File: config.mk
export PLATFORM = sky130hd
export DESIGN_NAME = alu_nibble_seq_flat
export DESIGN_NICKNAME = d
export VERILOG_FILES = /design/src/rtl/alu_nibble_seq_if.sv /design/src/rtl/alu_nibble_seq.sv /design/src/flat_wrapper.sv
export SDC_FILE = /design/constraint.sdc
export NUM_CORES = 1
export LEC_CHECK = 0
export CORE_ASPECT_RATIO = 0.75
export CORE_MARGIN = 4
export CORE_UTILIZATION = 49
export CTS_CLUSTER_DIAMETER = 150
export DETAILED_ROUTE_END_ITERATION = 16
export GPL_TIMING_DRIVEN = 1
export PLACE_DENSITY = 0.81
export REMOVE_ABC_BUFFERS = 1
export SLEW_MARGIN = 20
export SYNTH_ARGS = -nofsm -noshare
export SYNTH_HDL_FRONTEND = slang
export SYNTH_SLANG_ARGS = --single-unit
File: constraint.sdc
create_clock -name clk -period 4.32 [get_ports clk]
set_input_delay 0.864 -clock clk [delete_from_list [all_inputs] [get_ports clk]]
set_output_delay 0.864 -clock clk [all_outputs]
set_load 0.01 [all_outputs]
File: src/rtl/alu_nibble_seq_if.sv
// Command/result handshake bundle for the nibble-serial ALU sequencer.
// master = command source and result consumer, slave = the sequencer.
interface alu_nibble_seq_if #(
  parameter int NIB = 4
);
  localparam int W = 4 * NIB;

  logic         cmd_valid;
  logic         cmd_ready;
  logic [W-1:0] cmd_a;
  logic [W-1:0] cmd_b;
  logic [1:0]   cmd_op;
  logic         res_valid;
  logic         res_ready;
  logic [W-1:0] res_f;
  logic         res_cout;

  modport master (
    output cmd_valid, cmd_a, cmd_b, cmd_op, res_ready,
    input  cmd_ready, res_valid, res_f, res_cout
  );

  modport slave (
    input  cmd_valid, cmd_a, cmd_b, cmd_op, res_ready,
    output cmd_ready, res_valid, res_f, res_cout
  );
endinterface

File: src/rtl/alu_nibble_seq.sv
// Drives a 4-bit combinational ALU one nibble per clock, LS nibble first, to build
// a W-bit add/add+1/and/or; the inter-nibble carry is recovered from the ALU result.
module alu_nibble_seq #(
  parameter int NIB = 4
) (
  input  logic                 clk,
  input  logic                 rst_n,
  alu_nibble_seq_if.slave      bus,
  output logic [3:0]           alu_a,
  output logic [3:0]           alu_b,
  output logic [1:0]           alu_op,
  input  logic [3:0]           alu_f
);
  localparam int CW = (NIB > 1) ? $clog2(NIB) : 1;

  localparam logic [1:0] IDLE = 2'd0;
  localparam logic [1:0] RUN  = 2'd1;
  localparam logic [1:0] DONE = 2'd2;

  logic [1:0]           state_q;
  logic [CW-1:0]        cnt_q;
  logic [NIB-1:0][3:0]  a_q;
  logic [NIB-1:0][3:0]  b_q;
  logic [NIB-1:0][3:0]  f_q;
  logic [1:0]           op_q;
  logic                 carry_q;
  logic                 cout_q;
  logic                 carry_nxt;
  logic                 last_nib;

  // Carry out of a nibble: a+b wrapped iff f < a; a+b+1 wrapped iff f <= a.
  function automatic logic nib_carry(input logic [1:0] op, input logic [3:0] f,
                                     input logic [3:0] a);
    if (op[1])
      return 1'b0;
    return op[0] ? (f <= a) : (f < a);
  endfunction

  always_comb begin
    alu_a  = '0;
    alu_b  = '0;
    alu_op = '0;
    if (state_q == RUN) begin
      alu_a  = a_q[cnt_q];
      alu_b  = b_q[cnt_q];
      alu_op = op_q[1] ? op_q : {1'b0, carry_q};
    end
  end

  assign carry_nxt = nib_carry(alu_op, alu_f, alu_a);
  assign last_nib  = (cnt_q == CW'(NIB - 1));

  always_ff @(posedge clk or negedge rst_n) begin
    if (!rst_n) begin
      state_q <= IDLE;
      cnt_q   <= '0;
      a_q     <= '0;
      b_q     <= '0;
      f_q     <= '0;
      op_q    <= '0;
      carry_q <= 1'b0;
      cout_q  <= 1'b0;
    end else begin
      case (state_q)
        IDLE: begin
          if (bus.cmd_valid) begin
            a_q     <= bus.cmd_a;
            b_q     <= bus.cmd_b;
            op_q    <= bus.cmd_op;
            cnt_q   <= '0;
            carry_q <= ~bus.cmd_op[1] & bus.cmd_op[0];
            state_q <= RUN;
          end
        end
        RUN: begin
          f_q[cnt_q] <= alu_f;
          carry_q    <= carry_nxt;
          if (last_nib) begin
            cout_q  <= carry_nxt;
            state_q <= DONE;
          end else begin
            cnt_q <= cnt_q + CW'(1);
          end
        end
        DONE: begin
          if (bus.res_ready)
            state_q <= IDLE;
        end
        default: state_q <= IDLE;
      endcase
    end
  end

  assign bus.cmd_ready = (state_q == IDLE);
  assign bus.res_valid = (state_q == DONE);
  assign bus.res_f     = f_q;
  assign bus.res_cout  = cout_q;
endmodule

File: src/flat_wrapper.sv
// flat-port wrapper written by rule: the top's interface ports become plain ports
module alu_nibble_seq_flat 
#(
  parameter int NIB = 4
)
  (clk, rst_n, alu_a, alu_b, alu_op, alu_f, bus_cmd_valid, bus_cmd_a, bus_cmd_b, bus_cmd_op, bus_res_ready, bus_cmd_ready, bus_res_valid, bus_res_f, bus_res_cout);
  alu_nibble_seq_if #(.NIB(NIB)) bus_i ();
  input  logic clk;
  input  logic rst_n;
  output logic [3:0] alu_a;
  output logic [3:0] alu_b;
  output logic [1:0] alu_op;
  input  logic [3:0] alu_f;
  input wire logic [$bits(bus_i.cmd_valid)-1:0] bus_cmd_valid;
  input wire logic [$bits(bus_i.cmd_a)-1:0] bus_cmd_a;
  input wire logic [$bits(bus_i.cmd_b)-1:0] bus_cmd_b;
  input wire logic [$bits(bus_i.cmd_op)-1:0] bus_cmd_op;
  input wire logic [$bits(bus_i.res_ready)-1:0] bus_res_ready;
  output wire logic [$bits(bus_i.cmd_ready)-1:0] bus_cmd_ready;
  output wire logic [$bits(bus_i.res_valid)-1:0] bus_res_valid;
  output wire logic [$bits(bus_i.res_f)-1:0] bus_res_f;
  output wire logic [$bits(bus_i.res_cout)-1:0] bus_res_cout;
  assign bus_i.cmd_valid = bus_cmd_valid;
  assign bus_i.cmd_a = bus_cmd_a;
  assign bus_i.cmd_b = bus_cmd_b;
  assign bus_i.cmd_op = bus_cmd_op;
  assign bus_i.res_ready = bus_res_ready;
  assign bus_cmd_ready = bus_i.cmd_ready;
  assign bus_res_valid = bus_i.res_valid;
  assign bus_res_f = bus_i.res_f;
  assign bus_res_cout = bus_i.res_cout;
  alu_nibble_seq #(.NIB(NIB)) u_core (.clk(clk), .rst_n(rst_n), .bus(bus_i), .alu_a(alu_a), .alu_b(alu_b), .alu_op(alu_op), .alu_f(alu_f));
endmodule
# == After elaboration in Yosys (flattened, before gate mapping) ==
# Index checks and enable logic that the tools add are counted.
# word_totals
register_bits,56
in_bits,42
elab_cells,63
# op_classes
addsub,1
magnitude_cmp,4
n_eq_ne,7
n_mux,24
bitwise_logic,2
reduce_logical,8
# op_table
operator,n
two-way mux 4 bit,5
binary-select mux 4 bit (select 2 bit),2
bitwise mux 16 bit,1
two-way mux 2 bit,7
demux 4 bit (select 2 bit),1
inequality test 2 bit (second input constant),3
one-hot mux 2 bit (3 select lines),1
AND reduction 2 bit,3
AND reduction 3 bit,2
two-way mux 1 bit,5
== test 2 bit (second input constant),2
<= comparator 4 bit,1
< comparator 4 bit,1
one-hot mux 2 bit (2 select lines),1
< comparator 2 x 3 -> 1 bit (second input constant),1
adder 2 x 1 -> 2 bit (second input constant),1
== test 2 x 1 -> 1 bit (second input constant),1
greater-or-equal comparator 2 x 1 -> 1 bit (second input constant),1
logical NOT 2 bit,1
inequality test 2 x 1 -> 1 bit (second input constant),1
one-hot mux 1 bit (2 select lines),1
nonzero test 2 bit,1
AND 1 bit,1
logical AND 1 bit,1
NOT 1 bit,1

# == Longest topological paths before layout ==
# logic_depth
word_depth,7
ltp_mapped,10
ltp_nobuf,9

# == Least setup slack after synthesis ==
# Ideal clock, no wire load.
# synth_timing
path_type,reg-to-output
startpoint,register u_core.cnt_q[0]
endpoint,output alu_b[0]
arrival_time_ns,1.264
required_ns,3.456
setup_slack_ns,2.192
stages_incl_launch_ff,4
path_buffers,1
path_cell_list,dfrtp_1 -> buf_6 -> mux4_2 -> and2_1
# synth_via
elab_chain_cells,3
# synth_rtl
item,line_no,source
start: declaration,alu_nibble_seq.sv:21,logic [CW-1:0] cnt_q;
start signal: assignment,alu_nibble_seq.sv:82,cnt_q <= cnt_q + CW'(1);
binary-select mux 4 bit (select 2 bit),alu_nibble_seq.sv:45,alu_b = b_q[cnt_q];
two-way mux 4 bit (implied by the code),alu_nibble_seq.sv:45,
two-way mux 4 bit,alu_nibble_seq.sv:43,if (state_q == RUN) begin
end: declaration,flat_wrapper.sv:11,output logic [3:0] alu_b;
# Every way passes these cells. The select of a mux whose other input is x is not followed.

# == Worst setup path after layout ==
# layout_timing
startpoint,register u_core.cnt_q[0]
endpoint,output alu_a[0]
# layout_via
elab_chain_cells,3
# layout_rtl
item,line_no,source
binary-select mux 4 bit (select 2 bit),alu_nibble_seq.sv:44,alu_a = a_q[cnt_q];
two-way mux 4 bit (implied by the code),alu_nibble_seq.sv:44,
two-way mux 4 bit,alu_nibble_seq.sv:43,
end: declaration,flat_wrapper.sv:10,output logic [3:0] alu_a;
# Every way passes these cells. The select of a mux whose other input is x is not followed.

==> impl_metrics.csv <==
group,metric,value,unit
pwr,power.ir.vdd_worst,0.313,mV
placed_design,replace_congestion,0.784,
detailed_routing,drt_wl_total,4.96,mm
sta,drv_slew,0,
floorplanning,die_area,6520,µm²
clocking,number_of_buffers_created_by_cts,5,
final_layout,drive_gt1_frac,0.0763,
clocking,cts_post_setup_buffers_inserted,0,
critical_path,start_kind,"register",
global_route,gr-usage-all-layers,0.163,
run,max_cap_violations,0,
sta,fin_skew,0.00734,ns
sta,max-slew-margin-rel,0.403,
critical_path,critPathLaunch,"u_core.cnt_q[0]",
floorplanning,initial_utilization,0.517,
critical_path,crit-reg2reg-launch,"u_core.cnt_q[1]",
clocking,post_cts.resized_instances,0,
pwr,p_leak,1.46,nW
critical_path,critical_path.reg2reg.endpoint,"u_core.carry_q",
detailed_routing,post_detailed_route_drc_marker_count,0,
placed_design,total_cell_area_at_the_placement_stage,3340,µm²
critical_path,rrSetupSlack,1.82,ns
sta,final_period_minus_worst_setup_slack,3.19,ns
final_layout,final-instance-count-excl-fill,334,
sta,rsz_0062_raised_after_global_routing,"false",
critical_path,arrival,2.33,ns
clocking,clkLatencyLatePin,0.30,ns
final_layout,final_net_count,311,
min_path,hold_path.class,"register to register",
critical_path,worst_setup_path_end_kind,"primary output",
clocking,ctsHtreeMaxLevel,2,
floorplanning,floorplan.core_area,5010,µm²
final_layout,most_common_cell_after_layout_fill_and_taps_aside,"clkdlybuf4s50_1",
global_route,grt.overflow.total,0,
placed_design,post-dp-hpwl,3.68,mm
outcome,run_status,"finished clean",
detailed_routing,drt-pass1-iter-count,4,
sta,layout_worst_path_cycle_share,0.738,
global_route,antenna_found_initial,0,
sta,final.hold.worst_slack,0.484,ns
synthesis,synth.yosys.seq_area_share,0.541,
synthesis,ys_ff_latch,56,
synthesis,syn-cell-area,2590,µm²
clocking,hold_buffers,0,
clocking,clock_path_buffers,2,
placed_design,numPortBuffers,70,
final_layout,final_design_area_no_fill,3440,µm²
pwr,power,2.46,mW
detailed_routing,detailroute.via_count,1676,
final_layout,mostFrequentLayoutCells,"clkdlybuf4s50_1 (69), dfrtp_1 (56), mux2_1 (46), nand2_1 (11)",
final_layout,syn2layout_area_growth,32.7,%
detailed_routing,initialDrtViolationCount,73,
clocking,tritoncts_clock_tree,"built",
floorplanning,die_height,71.0,µm
clocking,clock_sinks,56,
critical_path,worst-r2r-cell-count,8,
synthesis,synthesized_instance_count,188,
critical_path,path_class,"register to primary output",
placed_design,placedCellCount,326,
synthesis,postSynth.asyncResetShare,1.00,
floorplanning,chip_width,92.0,µm
global_route,pin_count_of_the_biggest_net_entering_global_routing,57,
floorplanning,boundaryPins,71,
synthesis,synth-edff-count,0,
pwr,cellPowerDensity,717,nW/µm²
sta,worst-slew-pin-transition,0.891,ns
synthesis,synthDistinctLibCells,28,
clocking,clock_tree_root_driver_cell,"clkbuf_8",
detailed_routing,route.detailed.wl_per_inst,14.9,µm
global_route,wire_length_of_the_first_global_routing_pass,8.48,mm
sta,finalHoldViolations,0,
synthesis,avg_synthesized_cell_area,13.8,µm²
critical_path,critical_path_peak_fanout,15,
global_route,grt_pass1_vias,1778,
detailed_routing,route.detailed.vias_per_inst,5.02,
final_layout,antennaDiodeCount,0,
critical_path,worstPathRequired,3.46,ns
sta,max_freq,314,MHz
sta,setup_viol,0,
detailed_routing,antenna_violating_nets_post_route,0,
synthesis,synth.yosys.warnings,0,
synthesis,ys.flop_type,"dfrtp_1",
critical_path,cp-endpoint,"alu_a[0]",
clocking,clkSlewWorstSetupHoldPaths,0.10,ns
final_layout,fin_util,0.686,
floorplanning,floorplan.rows,22,
## sequential cells by signal, indices dropped and copies added, names as in the netlist
register             flops
u_core.op_q              2
u_core.state_q           2
u_core.bus.res_cout      1
u_core.a_q              16
u_core.carry_q           1
u_core.cnt_q             2
u_core.bus.res_f        16
u_core.b_q              16
## per-stage QoR
step / setup WS, ns / setup TNS [ns]
2_1_floorplan: -0.0246 / -0.0246
3_3_place_gp: 1.41 / 0
3_5_place_dp: 1.37 / 0
4_1_cts: 1.10 / 0
5_1_grt: 0.991 / 0
6_report: 1.13 / 0
## per-layer routing
metal	GRT usage	vias up	part of all wire
li1	-	808	-
met1	0.224	809	0.48
met2	0.250	50	0.44
met3	0.0542	9	0.069
met4	0.0461	0	0.016
met5	0	-	0
## cell usage after synthesis (2+ instances only)
library cell / number / area (µm²)
o21ai_1: 6 / 30.0
mux2_2: 4 / 45.0
ha_1: 8 / 100
mux2_1: 46 / 518
nor2_1: 8 / 30.0
o21ai_0: 4 / 20.0
inv_1: 6 / 22.5
and2_1: 6 / 37.5
mux4_2: 2 / 45.0
mux2i_1: 4 / 40.0
dfrtp_1: 56 / 1400
nand2_1: 11 / 41.3
a21oi_1: 2 / 10.0
buf_6: 4 / 45.0
nand2b_1: 6 / 37.5
mux4_1: 3 / 78.8
## area by class of cell
class / instances / area [µm²]
clock buffer: 7 / 86.3
inverter: 6 / 22.5
timing repair buffer: 73 / 718
multi-input combinational: 119 / 1110
fill: 413 / 1570
tap: 72 / 90.1
clock inverter: 1 / 7.51
sequential: 56 / 1400
## report_power, final
part,internal [mW],total (mW),switching (mW)
clock network,0.131,0.296,0.165
logic,0.708,1.19,0.483
registers,0.793,0.977,0.184
total,1.63,2.46,0.832
## critical path, cell delays in order (launching register included)
cell and delay, ns:
dfrtp_1 0.74, mux4_1 0.61, and2_1 0.18, clkdlybuf4s50_1 0.48
## how the worst min path moves through the flow
| stage | slack, ns | cells past startpoint | from | to |
|---|---|---|---|---|
| floorplan | 0.45 | 1 | u_core.a_q[4] | u_core.a_q[4] |
| global placement | 0.46 | 1 | u_core.a_q[0] | u_core.a_q[0] |
| detailed placement | 0.47 | 1 | u_core.a_q[9] | u_core.a_q[9] |
| CTS | 0.49 | 1 | u_core.a_q[9] | u_core.a_q[9] |
| global route | 0.50 | 1 | u_core.b_q[12] | u_core.b_q[12] |
| finish | 0.48 | 1 | u_core.a_q[8] | u_core.a_q[8] |
## cell families (layout without fill, tap and decap cells)
logic type                 count (synthesis)  after routing  synth area share
muxes                                     59             59             0.281
DFF                                       56             56             0.541
and+or+nand+nor                           37             37            0.0739
AOI/OAI and AO/OA                         15             15            0.0333
buffers and inverters                     13             87            0.0324
adders and majority gates                  8              8            0.0386
Note: power is estimated with default switching activity, not from simulation.
